## config.mk

```make
export PLATFORM = sky130hd
export DESIGN_NAME = ntt_butterfly
export DESIGN_NICKNAME = d
export VERILOG_FILES = /design/src/rtl/ntt_butterfly.sv
export SDC_FILE = /design/constraint.sdc
export NUM_CORES = 1
export LEC_CHECK = 0
export BUFFER_PORTS_ARGS = -buffer_cell sky130_fd_sc_hd__buf_2
export CAP_MARGIN = 20
export CORE_ASPECT_RATIO = 0.6
export CORE_UTILIZATION = 50
export CTS_CLUSTER_SIZE = 10
export DETAILED_ROUTE_END_ITERATION = 10
export MAX_ROUTING_LAYER = met4
export PLACE_DENSITY_LB_ADDON = 0.3
export SYNTH_ARGS = -nofsm -noshare
export SYNTH_HDL_FRONTEND = slang
export SYNTH_SLANG_ARGS = --single-unit
```

## constraint.sdc

```tcl
create_clock -name clk -period 14.6 [get_ports clk]
set_input_delay 0.73 -clock clk [delete_from_list [all_inputs] [get_ports clk]]
set_output_delay 0.73 -clock clk [all_outputs]
set_load 0.03 [all_outputs]
```

## src/rtl/ntt_butterfly.sv

```systemverilog
// Pipelined Cooley-Tukey NTT butterfly: out_sum = (a + w*b) mod Q and
// out_diff = (a - w*b) mod Q. There are three register stages (product,
// Barrett-reduced twiddle product, add/sub). A single stall signal holds
// the whole pipeline whenever the output is occupied and not being taken.

// Combinational Barrett reduction of a 2K-bit product modulo Q.
module barrett_reduction #(
    parameter int Q             = 3329,
    parameter int K             = 12,
    parameter int MU            = 5039,
    parameter int PRODUCT_WIDTH = 2 * K
) (
    input  logic [PRODUCT_WIDTH-1:0] product,
    output logic [K-1:0]             result
);
    localparam int PW = PRODUCT_WIDTH;

    localparam logic [PW-K:0]  MU_W = (PW - K + 1)'(MU);
    localparam logic [PW-K:0]  Q_W  = (PW - K + 1)'(Q);
    localparam logic [K+1:0]   Q_R  = (K + 2)'(Q);

    logic [PW-K:0]  q1;
    logic [PW+1:0]  q1_mu;
    logic [PW-K:0]  q2;
    logic [PW+1:0]  q2_q;
    logic [PW+1:0]  r_full;
    logic [K+1:0]   r0;
    logic [K+1:0]   r1;
    logic [K+1:0]   r2;

    assign q1     = product[PW-1:K-1];
    assign q1_mu  = {{(K + 1){1'b0}}, q1} * {{(K + 1){1'b0}}, MU_W};
    assign q2     = q1_mu[PW+1:K+1];
    assign q2_q   = {{(K + 1){1'b0}}, q2} * {{(K + 1){1'b0}}, Q_W};
    assign r_full = {2'b00, product} - q2_q;

    // The quotient estimate undershoots by at most two, so the remainder is
    // below 3Q and fits in K+2 bits. A second correction step makes the
    // result exact regardless of how tight that bound turns out to be.
    assign r0     = r_full[K+1:0];
    assign r1     = (r0 >= Q_R) ? (r0 - Q_R) : r0;
    assign r2     = (r1 >= Q_R) ? (r1 - Q_R) : r1;
    assign result = r2[K-1:0];
endmodule

module ntt_butterfly #(
    parameter int Q           = 3329,
    parameter int K           = 12,
    parameter int MU          = 5039,
    parameter int COEFF_WIDTH = 12,
    parameter int TAG_WIDTH   = 8
) (
    input  logic                   clk,
    input  logic                   rst_n,
    input  logic                   in_valid,
    output logic                   in_ready,
    input  logic [COEFF_WIDTH-1:0] in_a,
    input  logic [COEFF_WIDTH-1:0] in_b,
    input  logic [COEFF_WIDTH-1:0] in_w,
    input  logic [TAG_WIDTH-1:0]   in_tag,
    output logic                   out_valid,
    input  logic                   out_ready,
    output logic [COEFF_WIDTH-1:0] out_sum,
    output logic [COEFF_WIDTH-1:0] out_diff,
    output logic [TAG_WIDTH-1:0]   out_tag
);
    localparam logic [K:0] Q_E = (K + 1)'(Q);

    // The whole pipeline moves together. Bubbles stay where they are.
    logic advance;
    assign advance  = ~out_valid | out_ready;
    assign in_ready = advance;

    // Stage 1: operand a, tag and the full-width twiddle product.
    logic                 s1_valid_reg;
    logic [K-1:0]         s1_a_reg;
    logic [TAG_WIDTH-1:0] s1_tag_reg;
    logic [2*K-1:0]       s1_prod_reg;
    logic [2*K-1:0]       prod_next;

    assign prod_next = {{K{1'b0}}, in_w} * {{K{1'b0}}, in_b};

    // Stage 1 register: capture a new operand set when the pipeline advances.
    always_ff @(posedge clk or negedge rst_n) begin
        if (!rst_n) begin
            s1_valid_reg <= 1'b0;
            s1_a_reg     <= '0;
            s1_tag_reg   <= '0;
            s1_prod_reg  <= '0;
        end else if (advance) begin
            s1_valid_reg <= in_valid;
            if (in_valid) begin
                s1_a_reg    <= in_a;
                s1_tag_reg  <= in_tag;
                s1_prod_reg <= prod_next;
            end
        end
    end

    // Stage 2: t = (w*b) mod Q from the combinational reducer.
    logic [K-1:0] t_next;

    barrett_reduction #(
        .Q             (Q),
        .K             (K),
        .MU            (MU),
        .PRODUCT_WIDTH (2 * K)
    ) u_barrett (
        .product (s1_prod_reg),
        .result  (t_next)
    );

    logic                 s2_valid_reg;
    logic [K-1:0]         s2_a_reg;
    logic [TAG_WIDTH-1:0] s2_tag_reg;
    logic [K-1:0]         s2_t_reg;

    // Stage 2 register: hold a and the reduced twiddle product.
    always_ff @(posedge clk or negedge rst_n) begin
        if (!rst_n) begin
            s2_valid_reg <= 1'b0;
            s2_a_reg     <= '0;
            s2_tag_reg   <= '0;
            s2_t_reg     <= '0;
        end else if (advance) begin
            s2_valid_reg <= s1_valid_reg;
            if (s1_valid_reg) begin
                s2_a_reg   <= s1_a_reg;
                s2_tag_reg <= s1_tag_reg;
                s2_t_reg   <= t_next;
            end
        end
    end

    // Stage 3: modular add and subtract in K+1 bits. The subtraction adds Q
    // first when a < t so that no negative value is ever formed.
    logic [K:0] sum_raw;
    logic [K:0] sum_mod;
    logic [K:0] diff_mod;

    assign sum_raw  = {1'b0, s2_a_reg} + {1'b0, s2_t_reg};
    assign sum_mod  = (sum_raw >= Q_E) ? (sum_raw - Q_E) : sum_raw;
    assign diff_mod = (s2_a_reg >= s2_t_reg)
                    ? ({1'b0, s2_a_reg} - {1'b0, s2_t_reg})
                    : ({1'b0, s2_a_reg} + Q_E - {1'b0, s2_t_reg});

    // Output register: results hold steady while downstream stalls.
    always_ff @(posedge clk or negedge rst_n) begin
        if (!rst_n) begin
            out_valid <= 1'b0;
            out_sum   <= '0;
            out_diff  <= '0;
            out_tag   <= '0;
        end else if (advance) begin
            out_valid <= s2_valid_reg;
            if (s2_valid_reg) begin
                out_sum  <= sum_mod[K-1:0];
                out_diff <= diff_mod[K-1:0];
                out_tag  <= s2_tag_reg;
            end
        end
    end
endmodule
```

==> results of run 1 <==
-- cells by family after synthesis --
logic type | Yosys count
flops | 111
compound gates | 247
buf+inv | 356
simple gates | 410
mux | 58
fa+ha+maj | 414
xor+xnor | 103
-- layout by cell type (no fill, tap or decap), types with 7 or more instances in the layout --
cell type	synthesis	layout
nor2_1	71	71
a21o_1	7	7
inv_1	301	301
nor3_1	22	22
mux2_2	54	54
xor2_1	31	31
o31ai_1	7	7
a211oi_1	8	8
nand2b_1	7	7
o21a_1	18	18
ha_1	235	235
o21bai_1	11	11
buf_2	3	80
o21ai_1	13	13
a21oi_1	45	45
xnor2_1	72	72
nand2_1	198	196
a31oi_1	11	11
clkbuf_16	0	9
nand3_1	10	10
and3_1	7	7
dfrtp_1	111	111
and2_1	55	55
o21ai_0	84	84
fa_1	179	179
-- routing by layer --
| layer | global-route usage [%] | routed length (um) |
|---|---|---|
| met5 | - | 0 |
| met4 | 3.24 | 258 |
| met3 | 4.87 | 2570 |
| met2 | 29.2 | 13000 |
| met1 | 39.0 | 19500 |
-- layout make-up --
cell class / instances / area [um^2] / share of cell area (%)
Multi-Input combinational cell: 1232 / 11500 / 69.0
Sequential cell: 111 / 2780 / 16.6
Inverter: 301 / 1130 / 6.76
Tap cell: 408 / 510 / 3.05
Timing Repair Buffer: 85 / 438 / 2.62
Clock buffer: 9 / 225 / 1.35
Clock inverter: 7 / 93.8 / 0.562
-- how the worst min path moves through the flow --
stage	start	endpoint	slack, ns	cells past startpoint
final	rst_n	out_sum[11]	0.44	1
after global routing	rst_n	out_sum[2]	0.50	1
after CTS	out_diff[9]	out_diff[9]	0.49	2
after detailed placement	s2_valid_reg	out_valid	0.45	2
after global placement	s2_valid_reg	out_valid	0.46	2
after floorplan	rst_n	out_diff[0]	0.43	0
-- per-stage QoR --
step	instance area, um^2	worst slack (ns)
after floorplan	15700	3.89
after global placement	16400	3.13
after detailed placement	16400	2.88
after CTS	16700	2.82
after global routing	16700	2.15
final	16700	2.77
==> out/qor.yml, run 1 <==
yosys:
  synth_edf_count: 0
  yosysSeqAreaShare_pct: 17.7
  synthCells: 1699
  netlist_top_cells_count: "inv_1 (301), ha_1 (235), nand2_1 (198)"
  avgSynthCellArea_um2: 9.22
  ys_seq_elements: 111
  ys_types: 70
  synth_xor_area_share_pct: 5.76
  synthSimpleGateAreaFrac_pct: 12.1
  yosysMostFrequentCell: "inv_1"
  synthFlopType: "dfrtp_1"
  ys_async_sr_fraction_pct: 100
  synth.top_cell.area_share_pct: 22.9
  synthTopCellsByArea: "fa_1 (23%), ha_1 (19%), dfrtp_1 (18%)"
  yosys.area_share.adder_pct: 41.6
  yosys.area.top_type: "fa_1"
  synth_mux_area_share_pct: 4.14
  syn-num-nets: 2161
  yosys_warnings: 0
  synth_compound_area_share_pct: 9.97
  synth_top_family_by_area: "adder cells"
  netlist_area_um2: 15700
detailed_routing:
  viasPerCell: 5.29
  drc: 0
  wire_per_inst_um: 16.4
  routed_wl_mm: 35.3
  first_iter_violations: 775
  drtPass1Iterations: 5
  ant_nets: 0
  vias: 11396
floorplanning:
  fp.dieW_um: 231
  core_um2: 30300
  core.rowCount: 49
  start_util_pct: 51.6
  ioPinCount: 82
  die_y_um: 139
  die_area_um2: 32100
critical_path:
  cp.arrival_ns: 12.09
  critPathTopFamily: "adder cells"
  critPathLaunch: "s1_prod_reg[19]"
  cp.depth: 40
  worstRegToRegCells: 40
  crit_top_cell: "fa_1"
  reg2reg_to: "s2_t_reg[7]"
  end_kind: "register"
  path_class: "register to register"
  cp_slowest_cell: "dfrtp_1"
  rrSetupSlack_ns: 2.77
  cp-endpoint: "s2_t_reg[7]"
  r2r_start: "s1_prod_reg[19]"
  cp-start-kind: "register"
  cpPeakStageDelay_ns: 0.61
  crit_required_ns: 14.85
  crit_buf_inv: 2
  cp_max_fo: 14
clock_tree:
  tritoncts: "done"
  cts_setup_buffers: 0
  cts.reportedPaths.clkPinSlew_ns: 0.09
  cts_resized: 0
  clk_path_buf_depth: 2
  clk_latency_ns: 0.38
  cts-root-buf: "clkbuf_16"
  cts_buffers: 9
  cts-htree-levels: 3
  hold_buffers: 0
  clock_sinks: 111
worst_hold_path:
  hp-class: "input pin to async pin"
sta:
  rsz0062_at_grt: "no"
  slew_headroom_pct: 33.3
  finalSetupViolCount: 0
  period_share_pct: 81.0
  hold_violations: 0
  fin_setup_tns_ns: 0
  period_minus_slack_ns: 11.83
  timing.fmax_mhz: 84.5
  finClkSkew_ns: 0.0190
  fin_hold_ws_ns: 0.437
  worst_slew_pin_slew_ns: 0.998
  drv_slew: 0
cells_and_area:
  postLayoutCoreUtil_pct: 55.1
  syn_to_final_growth_pct: 6.66
  layout-drive-gt1-share_pct: 10.0
  largest_reg_flops: 24
  num-fill-cells: 2774
  nets: 2202
  n_antenna_cell: 0
  final_cells: 2153
placed_design:
  dp.cells: 2137
  hpwl_mm: 29.5
  numPortBuffers: 81
  gp_congestion: 0.950
grt:
  antenna_found_initial: 0
  grt_overflow: 0
  grt_pass1_vias: 11147
  track_usage_pct: 23.7
  grt_start_max_net_pins: 69
  grt_pass1_wl_mm: 58.7
flow_run:
  cap_violations: 0
status:
  status: "completed"
Power of run 1 is left out: the tool's default activity adds up to more than one toggle a clock period on the data nets, which glitch-free logic cannot reach.
==> run 2: changes to the inputs <==
--- a/config.mk
+++ b/config.mk
@@ -5,6 +5,7 @@
 export SDC_FILE = /design/constraint.sdc
 export NUM_CORES = 1
 export LEC_CHECK = 0
+export ABC_AREA = 1
 export BUFFER_PORTS_ARGS = -buffer_cell sky130_fd_sc_hd__buf_2
 export CAP_MARGIN = 20
 export CORE_ASPECT_RATIO = 0.6
==> constraint.sdc (replaced) <==
create_clock -name clk -period 10.7 [get_ports clk]
set_input_delay 0.535 -clock clk [delete_from_list [all_inputs] [get_ports clk]]
set_output_delay 0.535 -clock clk [all_outputs]
set_load 0.03 [all_outputs]
==> run 2 against run 1 <==
Net effect:
- global-route usage grew 1.9 points
- register-to-register slack lost 2.1 ns
- critical path depth up 10
- wire length increased by 12%
- maximum frequency is 19% higher
- hold slack got worse by 0.22 ns
- synthesized cell count is 23% higher
- first-iteration DRC count rose by 35%
- area after synthesis is 4.0% higher
- cell count increased by 18%
- count of clock-buffer cells in the layout did not move
- clock skew shrank 0.0096 ns
- highest routed layer unchanged
==> out/qor.yml, run 2 <==
yosys:
  yosysMostFrequentCell: "nand2_1"
  synth.top_cell.area_share_pct: 22.0
  ys_types: 44
  avgSynthCellArea_um2: 7.82
  ys_seq_elements: 111
  netlist_area_um2: 16300
  netlist_top_cells_count: "nand2_1 (553), inv_1 (438), ha_1 (235)"
  synth_edf_count: 0
  synthTopCellsByArea: "fa_1 (22%), ha_1 (18%), dfrtp_1 (17%)"
  yosysSeqAreaShare_pct: 17.1
  synthCells: 2084
  synthFlopType: "dfrtp_1"
  yosys.area.top_type: "fa_1"
  yosys_warnings: 0
  syn-num-nets: 2546
  ys_async_sr_fraction_pct: 100
critical_path:
  cp_max_fo: 15
  crit_required_ns: 10.96
  end_kind: "register"
  crit_buf_inv: 8
  cp-endpoint: "s2_t_reg[5]"
  crit_top_cell: "nand2_1"
  critPathLaunch: "s1_prod_reg[18]"
  reg2reg_to: "s2_t_reg[5]"
  path_class: "register to register"
  rrSetupSlack_ns: 0.71
  cp.depth: 50
  cp-start-kind: "register"
  cp.arrival_ns: 10.24
  cp_slowest_cell: "fa_1"
  critPathTopFamily: "adder cells"
  cpPeakStageDelay_ns: 0.61
  r2r_start: "s1_prod_reg[18]"
  worstRegToRegCells: 50
status:
  status: "completed"
sta:
  finalSetupViolCount: 0
  fin_setup_tns_ns: 0
  worst_slew_pin_slew_ns: 0.932
  drv_slew: 0
  timing.fmax_mhz: 100
  period_minus_slack_ns: 9.99
  hold_violations: 0
  slew_headroom_pct: 37.2
  rsz0062_at_grt: "no"
  period_share_pct: 93.3
  finClkSkew_ns: 0.00939
floorplanning:
  fp.dieW_um: 235
  ioPinCount: 82
  core.rowCount: 50
  die_y_um: 142
  core_um2: 31600
  start_util_pct: 51.6
  die_area_um2: 33300
detailed_routing:
  drtPass1Iterations: 5
  routed_wl_mm: 39.5
  first_iter_violations: 1048
  wire_per_inst_um: 15.5
  drc: 0
  vias: 13125
  viasPerCell: 5.15
  ant_nets: 0
cells_and_area:
  syn_to_final_growth_pct: 6.62
  largest_reg_flops: 24
  num-fill-cells: 2994
  layout-drive-gt1-share_pct: 7.55
  nets: 2590
  n_antenna_cell: 0
  final_cell_mix: "nand2_1 (552), inv_1 (438), ha_1 (235)"
  final_common_cell: "nand2_1"
clock_tree:
  cts-htree-levels: 3
  clk_latency_ns: 0.37
  tritoncts: "done"
  clock_sinks: 111
  clk_path_buf_depth: 2
  cts_buffers: 9
  cts-root-buf: "clkbuf_16"
  cts.reportedPaths.clkPinSlew_ns: 0.08
  hold_buffers: 0
placed_design:
  gp_congestion: 0.947
  numPortBuffers: 81
  hpwl_mm: 33.1
grt:
  antenna_found_initial: 0
  grt_start_max_net_pins: 57
  track_usage_pct: 25.6
  grt_pass1_vias: 12972
  grt_overflow: 0
  grt_pass1_wl_mm: 66.2
worst_hold_path:
  hp-class: "input pin to async pin"
flow_run:
  cap_violations: 0
==> run 2: cell count changes in the layout (fill, tap and decap cells not counted), moves of 14 or more <==
cell     delta
a21oi_1    +25
and2_1     -54
inv_1     +137
mux2_2     -54
nand2_1   +356
nand3_1    +48
nand4_1    +14
o21a_1     -18
xnor2_1    -47
xor2_1     +23
==> run 2: per-layer routing <==
metal  part of all wire (%)  track usage (%)
met5                      0                -
met2                     37             33.7
met4                    1.1             4.33
met3                    8.3             5.72
met1                     53             39.6
==> run 2: area by class of cell <==
type	count	area [um^2]	area share, %
multi-input cells	1469	11600	66.8
flip-flops and latches	111	2790	16.0
inverters	447	1680	9.66
well taps	416	520	3.00
repair buffers	90	475	2.74
clock buffers	9	225	1.30
clock inverters	7	76.3	0.439
==> run 2: how the worst min path moves through the flow <==
stage	endpoint	cells past startpoint	from
2_1_floorplan	out_diff[0]	0	rst_n
3_3_place_gp	out_valid	2	s2_valid_reg
3_5_place_dp	out_valid	2	s2_valid_reg
4_1_cts	s2_a_reg[10]	1	rst_n
5_1_grt	s2_a_reg[11]	1	rst_n
6_report	s2_a_reg[11]	1	rst_n
==> run 2: timing repair <==
action	CTS	global route
endpoints found under the setup margin	0	10
resized for setup	0	8
buffers inserted	0	2
==> run 2: stage by stage <==
stage               cell area (um^2)  setup WS [ns]  std cells  hold slack, ns  util, %
CTS                            17300          0.472       2547           0.243     54.9
finish                         17400          0.715       2549           0.219     55.0
floorplan                      16300           1.75       2084           0.239        -
global placement               17000          0.779       2531           0.445     53.9
global route                   17400        0.00475       2549           0.282     55.0
detailed placement             17000          0.492       2531           0.454     53.9
==> run 2: cell families (layout without fill, tap and decap cells) <==
family,after synthesis,in the layout,synth area share (%)
AO/OA/AOI/OAI,217,217,7.41
XOR/XNOR,81,81,4.49
adder cells (fa/ha/maj),414,414,40.0
buffers and inverters,504,553,11.8
flip-flops,111,111,17.1
AND/OR/NAND/NOR,757,757,19.2
Power of run 2 is left out for the same reason.
